===== config.mk =====
export PLATFORM = sky130hd
export DESIGN_NAME = submod_dispatch_flat
export DESIGN_NICKNAME = d
export VERILOG_FILES = /design/src/rtl/submod_dispatch_if.sv /design/src/rtl/submod_dispatch.sv /design/src/flat_wrapper.sv
export SDC_FILE = /design/constraint.sdc
export NUM_CORES = 1
export LEC_CHECK = 0
export BUFFER_PORTS_ARGS = -buffer_cell sky130_fd_sc_hd__buf_2
export CORE_MARGIN = 1.5
export CORE_UTILIZATION = 35
export CTS_CLUSTER_SIZE = 30
export DETAILED_ROUTE_END_ITERATION = 8
export SYNTH_ARGS = -nofsm -noshare
export SYNTH_HDL_FRONTEND = slang
export SYNTH_SLANG_ARGS = --single-unit

===== constraint.sdc =====
create_clock -name clk -period 1.4 [get_ports clk]
set_input_delay 0.28 -clock clk [delete_from_list [all_inputs] [get_ports clk]]
set_output_delay 0.28 -clock clk [all_outputs]
set_load 0.005 [all_outputs]

===== src/rtl/submod_dispatch_if.sv =====
`default_nettype none
// ============================================================================
// Module   : submod_dispatch_if
// Purpose  : Client-side request/response bundle of the submod dispatcher.
// Revision : 1.0 - initial release
// ============================================================================
interface submod_dispatch_if #(
    parameter int NUM_REQ = 4,
    parameter int WIDTH   = 4,
    parameter int IDW     = $clog2(NUM_REQ)
) ();
    logic [NUM_REQ-1:0]       req_valid;
    logic [NUM_REQ-1:0]       req_ready;
    logic [NUM_REQ*WIDTH-1:0] req_data;
    logic                     rsp_valid;
    logic                     rsp_ready;
    logic [IDW-1:0]           rsp_id;
    logic [WIDTH-1:0]         rsp_data;
    logic                     rsp_err;

    modport master (
        output req_valid, req_data, rsp_ready,
        input  req_ready, rsp_valid, rsp_id, rsp_data, rsp_err
    );

    modport slave (
        input  req_valid, req_data, rsp_ready,
        output req_ready, rsp_valid, rsp_id, rsp_data, rsp_err
    );
endinterface
`default_nettype wire


===== src/rtl/submod_dispatch.sv =====
`default_nettype none
// ============================================================================
// Module   : submod_dispatch
// Purpose  : Round-robin dispatcher sharing one submod unit between requesters.
// Revision : 1.0 - initial release
// ============================================================================
module submod_dispatch #(
    parameter int NUM_REQ = 4,
    parameter int WIDTH   = 4,
    parameter int TIMEOUT = 16,
    parameter int IDW     = $clog2(NUM_REQ)
) (
    input  wire logic             clk,
    input  wire logic             rst_n,
    submod_dispatch_if.slave      bus,
    output logic                  unit_start,
    output logic [WIDTH-1:0]      unit_a,
    input  wire logic             unit_done,
    input  wire logic [WIDTH-1:0] unit_c,
    output logic                  busy
);

    localparam logic [1:0] c_IDLE  = 2'd0;
    localparam logic [1:0] c_ISSUE = 2'd1;
    localparam logic [1:0] c_WAIT  = 2'd2;
    localparam logic [1:0] c_RESP  = 2'd3;

    localparam int                 c_CNT_W    = $clog2(TIMEOUT);
    localparam logic [c_CNT_W-1:0] c_CNT_LAST = c_CNT_W'(TIMEOUT - 1);
    localparam logic [IDW:0]       c_NUM      = (IDW + 1)'(NUM_REQ);
    localparam logic [IDW-1:0]     c_ID_LAST  = IDW'(NUM_REQ - 1);

    logic [1:0]         r_state;
    logic [IDW-1:0]     r_rr_ptr;
    logic [IDW-1:0]     r_id;
    logic [c_CNT_W-1:0] r_cnt;
    logic               r_unit_start;
    logic [WIDTH-1:0]   r_unit_a;
    logic               r_rsp_valid;
    logic [WIDTH-1:0]   r_rsp_data;
    logic               r_rsp_err;

    logic               w_found;
    logic [IDW-1:0]     w_winner;
    logic [IDW:0]       w_sum;
    logic [NUM_REQ-1:0] w_req_ready;

    // Search starts at r_rr_ptr and wraps, so the last served requester ranks lowest.
    always_comb begin
        w_found  = 1'b0;
        w_winner = '0;
        w_sum    = '0;
        for (int k = 0; k < NUM_REQ; k++) begin
            w_sum = {1'b0, r_rr_ptr} + (IDW + 1)'(k);
            if (w_sum >= c_NUM) begin
                w_sum = w_sum - c_NUM;
            end
            if (!w_found && bus.req_valid[w_sum[IDW-1:0]]) begin
                w_found  = 1'b1;
                w_winner = w_sum[IDW-1:0];
            end
        end
    end

    // Gated by rst_n so the grant also vanishes the moment reset is asserted.
    always_comb begin
        w_req_ready = '0;
        if (rst_n && (r_state == c_IDLE) && w_found) begin
            w_req_ready[w_winner] = 1'b1;
        end
    end

    always_ff @(posedge clk or negedge rst_n) begin
        if (!rst_n) begin
            r_state      <= c_IDLE;
            r_rr_ptr     <= '0;
            r_id         <= '0;
            r_cnt        <= '0;
            r_unit_start <= 1'b0;
            r_unit_a     <= '0;
            r_rsp_valid  <= 1'b0;
            r_rsp_data   <= '0;
            r_rsp_err    <= 1'b0;
        end else begin
            r_unit_start <= 1'b0;
            case (r_state)
                c_IDLE: begin
                    if (w_found) begin
                        r_id         <= w_winner;
                        r_unit_a     <= bus.req_data[w_winner*WIDTH +: WIDTH];
                        r_unit_start <= 1'b1;
                        r_cnt        <= '0;
                        r_state      <= c_ISSUE;
                    end
                end
                c_ISSUE: begin
                    r_cnt   <= r_cnt + 1'b1;
                    r_state <= c_WAIT;
                end
                c_WAIT: begin
                    // Counter tracks cycles since the start pulse; done beats timeout.
                    r_cnt <= r_cnt + 1'b1;
                    if (unit_done) begin
                        r_rsp_data  <= unit_c;
                        r_rsp_err   <= 1'b0;
                        r_rsp_valid <= 1'b1;
                        r_state     <= c_RESP;
                    end else if (r_cnt == c_CNT_LAST) begin
                        r_rsp_data  <= '0;
                        r_rsp_err   <= 1'b1;
                        r_rsp_valid <= 1'b1;
                        r_state     <= c_RESP;
                    end
                end
                c_RESP: begin
                    if (bus.rsp_ready) begin
                        r_rsp_valid <= 1'b0;
                        r_unit_a    <= '0;
                        r_rr_ptr    <= (r_id == c_ID_LAST) ? '0 : r_id + 1'b1;
                        r_state     <= c_IDLE;
                    end
                end
                default: begin
                    r_state <= c_IDLE;
                end
            endcase
        end
    end

    assign bus.req_ready = w_req_ready;
    assign bus.rsp_valid = r_rsp_valid;
    assign bus.rsp_id    = r_id;
    assign bus.rsp_data  = r_rsp_data;
    assign bus.rsp_err   = r_rsp_err;
    assign unit_start    = r_unit_start;
    assign unit_a        = r_unit_a;
    assign busy          = (r_state != c_IDLE);

endmodule
`default_nettype wire


===== src/flat_wrapper.sv =====
// flat-port wrapper written by rule: the top's interface ports become plain ports
module submod_dispatch_flat 
#(
    parameter int NUM_REQ = 4,
    parameter int WIDTH   = 4,
    parameter int TIMEOUT = 16,
    parameter int IDW     = $clog2(NUM_REQ)
)
  (clk, rst_n, unit_start, unit_a, unit_done, unit_c, busy, bus_req_valid, bus_req_data, bus_rsp_ready, bus_req_ready, bus_rsp_valid, bus_rsp_id, bus_rsp_data, bus_rsp_err);
  submod_dispatch_if #(.NUM_REQ(NUM_REQ), .WIDTH(WIDTH), .IDW(IDW)) bus_i ();
  input  wire logic clk;
  input  wire logic rst_n;
  output logic unit_start;
  output logic [WIDTH-1:0] unit_a;
  input  wire logic unit_done;
  input  wire logic [WIDTH-1:0] unit_c;
  output logic busy;
  input wire logic [$bits(bus_i.req_valid)-1:0] bus_req_valid;
  input wire logic [$bits(bus_i.req_data)-1:0] bus_req_data;
  input wire logic [$bits(bus_i.rsp_ready)-1:0] bus_rsp_ready;
  output wire logic [$bits(bus_i.req_ready)-1:0] bus_req_ready;
  output wire logic [$bits(bus_i.rsp_valid)-1:0] bus_rsp_valid;
  output wire logic [$bits(bus_i.rsp_id)-1:0] bus_rsp_id;
  output wire logic [$bits(bus_i.rsp_data)-1:0] bus_rsp_data;
  output wire logic [$bits(bus_i.rsp_err)-1:0] bus_rsp_err;
  assign bus_i.req_valid = bus_req_valid;
  assign bus_i.req_data = bus_req_data;
  assign bus_i.rsp_ready = bus_rsp_ready;
  assign bus_req_ready = bus_i.req_ready;
  assign bus_rsp_valid = bus_i.rsp_valid;
  assign bus_rsp_id = bus_i.rsp_id;
  assign bus_rsp_data = bus_i.rsp_data;
  assign bus_rsp_err = bus_i.rsp_err;
  submod_dispatch #(.NUM_REQ(NUM_REQ), .WIDTH(WIDTH), .TIMEOUT(TIMEOUT), .IDW(IDW)) u_core (.clk(clk), .rst_n(rst_n), .bus(bus_i), .unit_start(unit_start), .unit_a(unit_a), .unit_done(unit_done), .unit_c(unit_c), .busy(busy));
endmodule

# After elaboration in Yosys (flattened, before gate mapping)
# Cells that the tools add are included.
# totals
output_inout_bits	18
word_cells	103
regBits	21
inputBits	28
# classes
add_sub_neg	9
eq_ne	8
n_shift	1
magnitude_cmp	10
n_mux	43
n_reduce_logical	23
# op_table
operator	count
$mux W2	13
$mux W4	6
$pmux W4 S2	2
$shiftx A16 B5 Y4	1
$lt A2 B3 Y1 const B	5
$mux W1	15
$reduce_bool A2 Y1	5
$ge A3 B3 Y1 const B	3
$reduce_and A3 Y1	3
$bmux W1 S2	4
$pmux W2 S4	1
$reduce_and A2 Y1	4
$sub A2 B1 Y2 const B	4
$add A2 B2 Y3 const B	2
$eq A2 B2 Y1 const B	3
$logic_and A1 B1 Y1	6
$add A4 B1 Y4 const B	1
$eq A4 B4 Y1 const B	1
$add A2 B1 Y3 const B	1
$ge A2 B3 Y1 const B	1
$logic_not A1 Y1	3
$ne A3 B2 Y1 const B	1
$add A2 B1 Y2 const B	1
$demux W1 S2	1
7 further kinds	7

# Depth between registers and ports, before layout
# depth
ltp_word	19
ltp_mapped	7

# Least setup slack after synthesis
# OpenSTA, ideal clock, no wires.
# synth_path
path_kind	flip-flop to output port
startpoint	reg u_core.r_state[0]
endpoint	out bus_req_ready[0]
path_slack_ns	-0.180
arrival_time_ns	1.300
t_required_ns	1.120
n_path_buf	1
path_stages_with_launch	8
cell_sequence	dfrtp_1 > inv_1 > ha_1 > clkbuf_1 > nand2_8 > inv_2 > nand3_1 > nor2_1
# synth_via
elab_chain_len	4
# synth_lines
element	line	text
from (decl)	submod_dispatch.sv:33	logic [1:0] r_state;
from (signal assigned)	submod_dispatch.sv:75	r_state <= c_IDLE;
from (signal assigned)	submod_dispatch.sv:93	r_state <= c_ISSUE;
from (signal assigned)	submod_dispatch.sv:98	r_state <= c_WAIT;
$logic_not A2 Y1	submod_dispatch.sv:68	if (rst_n && (r_state == c_IDLE) && w_found) begin
$logic_and A1 B1 Y1 (2 in a row)	submod_dispatch.sv:68	
$mux W4	submod_dispatch.sv:68	
to (decl)	flat_wrapper.sv:21	output wire logic [$bits(bus_i.req_ready)-1:0] bus_req_ready;
# No other way between the ends.

# Final worst setup path
# layout_path
startpoint	reg u_core.r_rr_ptr[1]
endpoint	out bus_req_ready[3]
# layout_via
elab_chain_len	19
elab_cells_between_ends	44
cone_classes	add/sub (7); order compare (6); mux (23); reduce/logical (8)
# layout_lines
element	line	text
from (decl)	submod_dispatch.sv:34	logic [IDW-1:0] r_rr_ptr;
from (signal assigned)	submod_dispatch.sv:119	r_rr_ptr <= (r_id == c_ID_LAST) ? '0 : r_id + 1'b1;
branches (longest 18 deep; another with $add A2 B1 Y3)	--	
$mux W4 *	submod_dispatch.sv:68	
# Mark *: on every way between the ends. The select of a mux whose other input is x is not followed.

==> summary.md <==
| Metric | Value |
|---|---|
| Worst Reg-to-Reg Cells | `7` |
| Worst path bufs/invs | `1` |
| Number of clock sinks seen by CTS | `21` |
| Number of setup violations in the final report | `9` |
| Overall routed net length | `3491 um` |
| Num rows | `21` |
| Horizontal die dimension | `63.65 um` |
| Vertical die dimension | `63.65 um` |
| Effective utilization at floorplan | `37.40%` |
| Antenna violations before repair | `0` |
| Register area share after synthesis | `40.82%` |
| Overall power of the completed layout | `0.004342 W` |
| Buffer levels on the longest clock path | `2` |
| Clock transition at path regs | `0.09 ns` |
| Detailed Route Iter0 Violations | `26` |
| Hold Crit Class | `in2async` |
| Achievable frequency | `537.1 MHz` |
| Yosys warnings | `0` |
| EDFF count, synth | `0` |
| Die Area | `4051 um^2` |
| Logic depth of the worst setup path including buffers | `6` |
| Final max-slew violation count | `0` |
| Async set-or-reset flop fraction in the synthesized netlist | `100.0%` |
| CP Max Fanout | `5` |
| Port buffer count | `45` |
| Worst vdd rail ir drop | `1.173 mV` |
| Post-Synthesis Mean Instance Area | `10.30 um^2` |
| CP startpoint kind | `flop` |
| Clock period minus worst slack | `1.862 ns` |
| Leak | `0.9430 nW` |
| Total global routing overflow | `0` |
| Kind of critical path | `reg2out` |
| Flip-flop and latch count after synthesis | `21` |
| Detailed-route vias per instance | `5.152` |
| Core Util, Final | `58.05%` |
| Area growth from synthesis to layout | `55.20%` |
| HPWL Detailed | `2511 um` |
| Routed len/inst | `14.31 um` |
| Synthesized area | `1287 um^2` |
| Post-Synthesis Net Count | `158` |
| Weighted congestion at the end of routability-driven global placement | `0.7897` |
| Failing checks | `negative setup slack` |
| Wire length of the first global-routing pass | `5582 um` |
| Hold violation count in the final report | `0` |
| Series of cell instances along the critical path | `mux2i_1, a21oi_2, o21a_1, nand3_2, nor2_2, buf_2` |
| Post-route ant nets | `0` |
| Core ar. | `3442 um^2` |
| Share of the clock period used by the worst path after layout | `133.0%` |
| Share of the synthesized area in the top cell type | `40.82%` |
| Count of pins on the block boundary | `46` |
| Clk_skew | `0.006056 ns` |
| Critical path required time | `1.12 ns` |
| Cell type contributing the most total cell area after synthesis | `dfrtp_1` |
| Critical path's largest stage delay | `0.46 ns` |
| Top delay family on crit path | `flip-flops` |
| Setup slack of the worst register-to-register path | `-0.25 ns` |
| Slew @ Worst Pin | `0.3380 ns` |
| RR Startpoint | `u_core.r_rr_ptr[1]` |
| Main combinational cell family by area after synthesis | `compound AO/OA/AOI/OAI gates` |
| Synth unique cells | `42` |
| Top cells by area in the synthesized netlist | `dfrtp_1, mux2i_1, ha_1` |
| Synth Instances | `125` |
| Status | `finished, violations left` |
| Routed vias | `1257` |
| Final worst slack | `-0.4619 ns` |
| Worst max-slew margin expressed relative to the limit | `77.26%` |
| Via count of the first global-routing pass | `1239` |
| Max-cap viol count | `0` |
| Compound-cell area share of the yosys netlist | `22.45%` |
| Parity-gate share of the synthesized area counting xor and xnor cells | `0.6803%` |
| Worst setup timing slack at the placement stage | `-0.2518 ns` |
| Clock Root Buffer | `clkbuf_8` |
| Flip-flop cell with the highest count after synthesis | `dfrtp_1` |
| Deepest level of the CTS H-tree | `1` |
| Arrival time reported for the critical path endpoint | `1.58 ns` |
| Layout cell share with drive strength beyond 1 | `61.11%` |
| Total routing resource utilization after global routing | `17.47%` |
| Clock latency reported for the late side of the worst-skew pair | `0.26 ns` |
| Total Nets Final | `232` |
| Unrepaired setup endpoints after global routing | `yes` |
| Cell with the largest stage delay on the worst path | `dfrtp_2` |
| Post-detailed-route DRC marker count | `0` |
| Antenna Diode Count | `0` |
| Maximum number of pins on one net before global-route repair | `21` |
| PwrDens | `2173 nW/um^2` |
| Number of detailed-route iterations in the first pass | `4` |
| TritonCTS Buffers | `3` |
| Fraction of synthesized area in multiplexers | `10.20%` |
| Leading cell types in the layout, fill and taps excluded | `buf_2, buf_4, dfrtp_1` |
| Share of synthesized cell area in full adder, half adder and majority cells | `4.859%` |
| Launching element of the worst setup path | `u_core.r_rr_ptr[1]` |
| CTS tree | `yes` |
| Kind of end point of the critical path | `output pin` |
| Most common cell after layout, fill and taps aside | `buf_2` |
| Simple-gate share of the synthesized area | `16.62%` |
==> final cells by class <==
cell class	instances	area (um^2)
clock inverters	1	7.507
clock buffers	3	41.29
inverters	7	31.28
fillers	291	1444
multi-input cells	92	849.6
flip-flops and latches	21	528.0
repair buffers	74	483.0
well taps	46	57.56
==> per-stage QoR <==
| step | std cells | hold slack (ns) | TNS, ns | cell area, um^2 |
|---|---|---|---|---|
| 5_1_grt | 244 | 0.07273 | -3.551 | 1998 |
| 4_1_cts | 238 | 0.07227 | -2.215 | 1909 |
| 3_3_place_gp | 230 | 0.1015 | -2.730 | 1718 |
| 6_report | 244 | 0.05544 | -2.696 | 1998 |
| 2_1_floorplan | 125 | -0.01559 | -0.2022 | 1315 |
| 3_5_place_dp | 230 | 0.1022 | -3.161 | 1718 |
==> logic make-up (layout without fill, tap and decap cells) <==
family,count (synthesis),after routing
compound gates,37,37
xor+xnor,1,1
fa+ha+maj,5,5
buf+inv,12,85
flops,21,21
mux,13,13
simple gates,36,36
==> where the power goes <==
part / internal [W] / switching (W)
sequential: 0.000908 / 0.000238
clock: 0.000201 / 0.000217
combinational: 0.00150 / 0.00128
total: 0.00261 / 0.00173
==> registers in the layout, summed over array words and instances (netlist names) <==
| signal | flops |
|---|---|
| u_core.bus.rsp_data | 4 |
| u_core.bus.rsp_err | 1 |
| u_core.bus.rsp_id | 2 |
| u_core.bus.rsp_valid | 1 |
| u_core.r_cnt | 4 |
| u_core.r_rr_ptr | 2 |
| u_core.r_state | 2 |
| u_core.unit_a | 4 |
| u_core.unit_start | 1 |
==> final timing paths <==
check | end
max | bus_req_ready[3]
min in group clk | u_core.bus.rsp_data[0]
max reg2reg | u_core.unit_a[3]
min reg2reg | u_core.unit_a[0]
max in group asynchronous | u_core.unit_a[1]
min | u_core.r_rr_ptr[0]
==> Yosys cell counts (all sizes together) (2+ instances only) <==
library cell	count
a21oi	5
a22oi	2
a32o	4
buf	3
clkbuf	2
dfrtp	21
ha	5
inv	7
mux2i	12
nand2	14
nand3	5
nor2	7
nor2b	3
o21a	2
o21ai	11
o221ai	4
==> metal layers <==
layer	GRT usage [%]	vias to the layer above	routed length [um]	part of all wire (%)
li1	-	611	-	-
met1	21.24	622	1517	43
met2	31.71	20	1865	53
met3	2.143	4	71	2.0
met4	5.707	0	36	1.0
met5	0	-	0	0
==> timing repair <==
item,4_1_cts,5_1_grt
buffers inserted,3,6
pin swaps,5,7
hold buffers,1,0
gates resized for setup,29,12
cloned,0,0
endpoints found under the setup margin,17,19
hold endpoints to repair,1,0
Note: power is estimated with default switching activity, not from simulation.
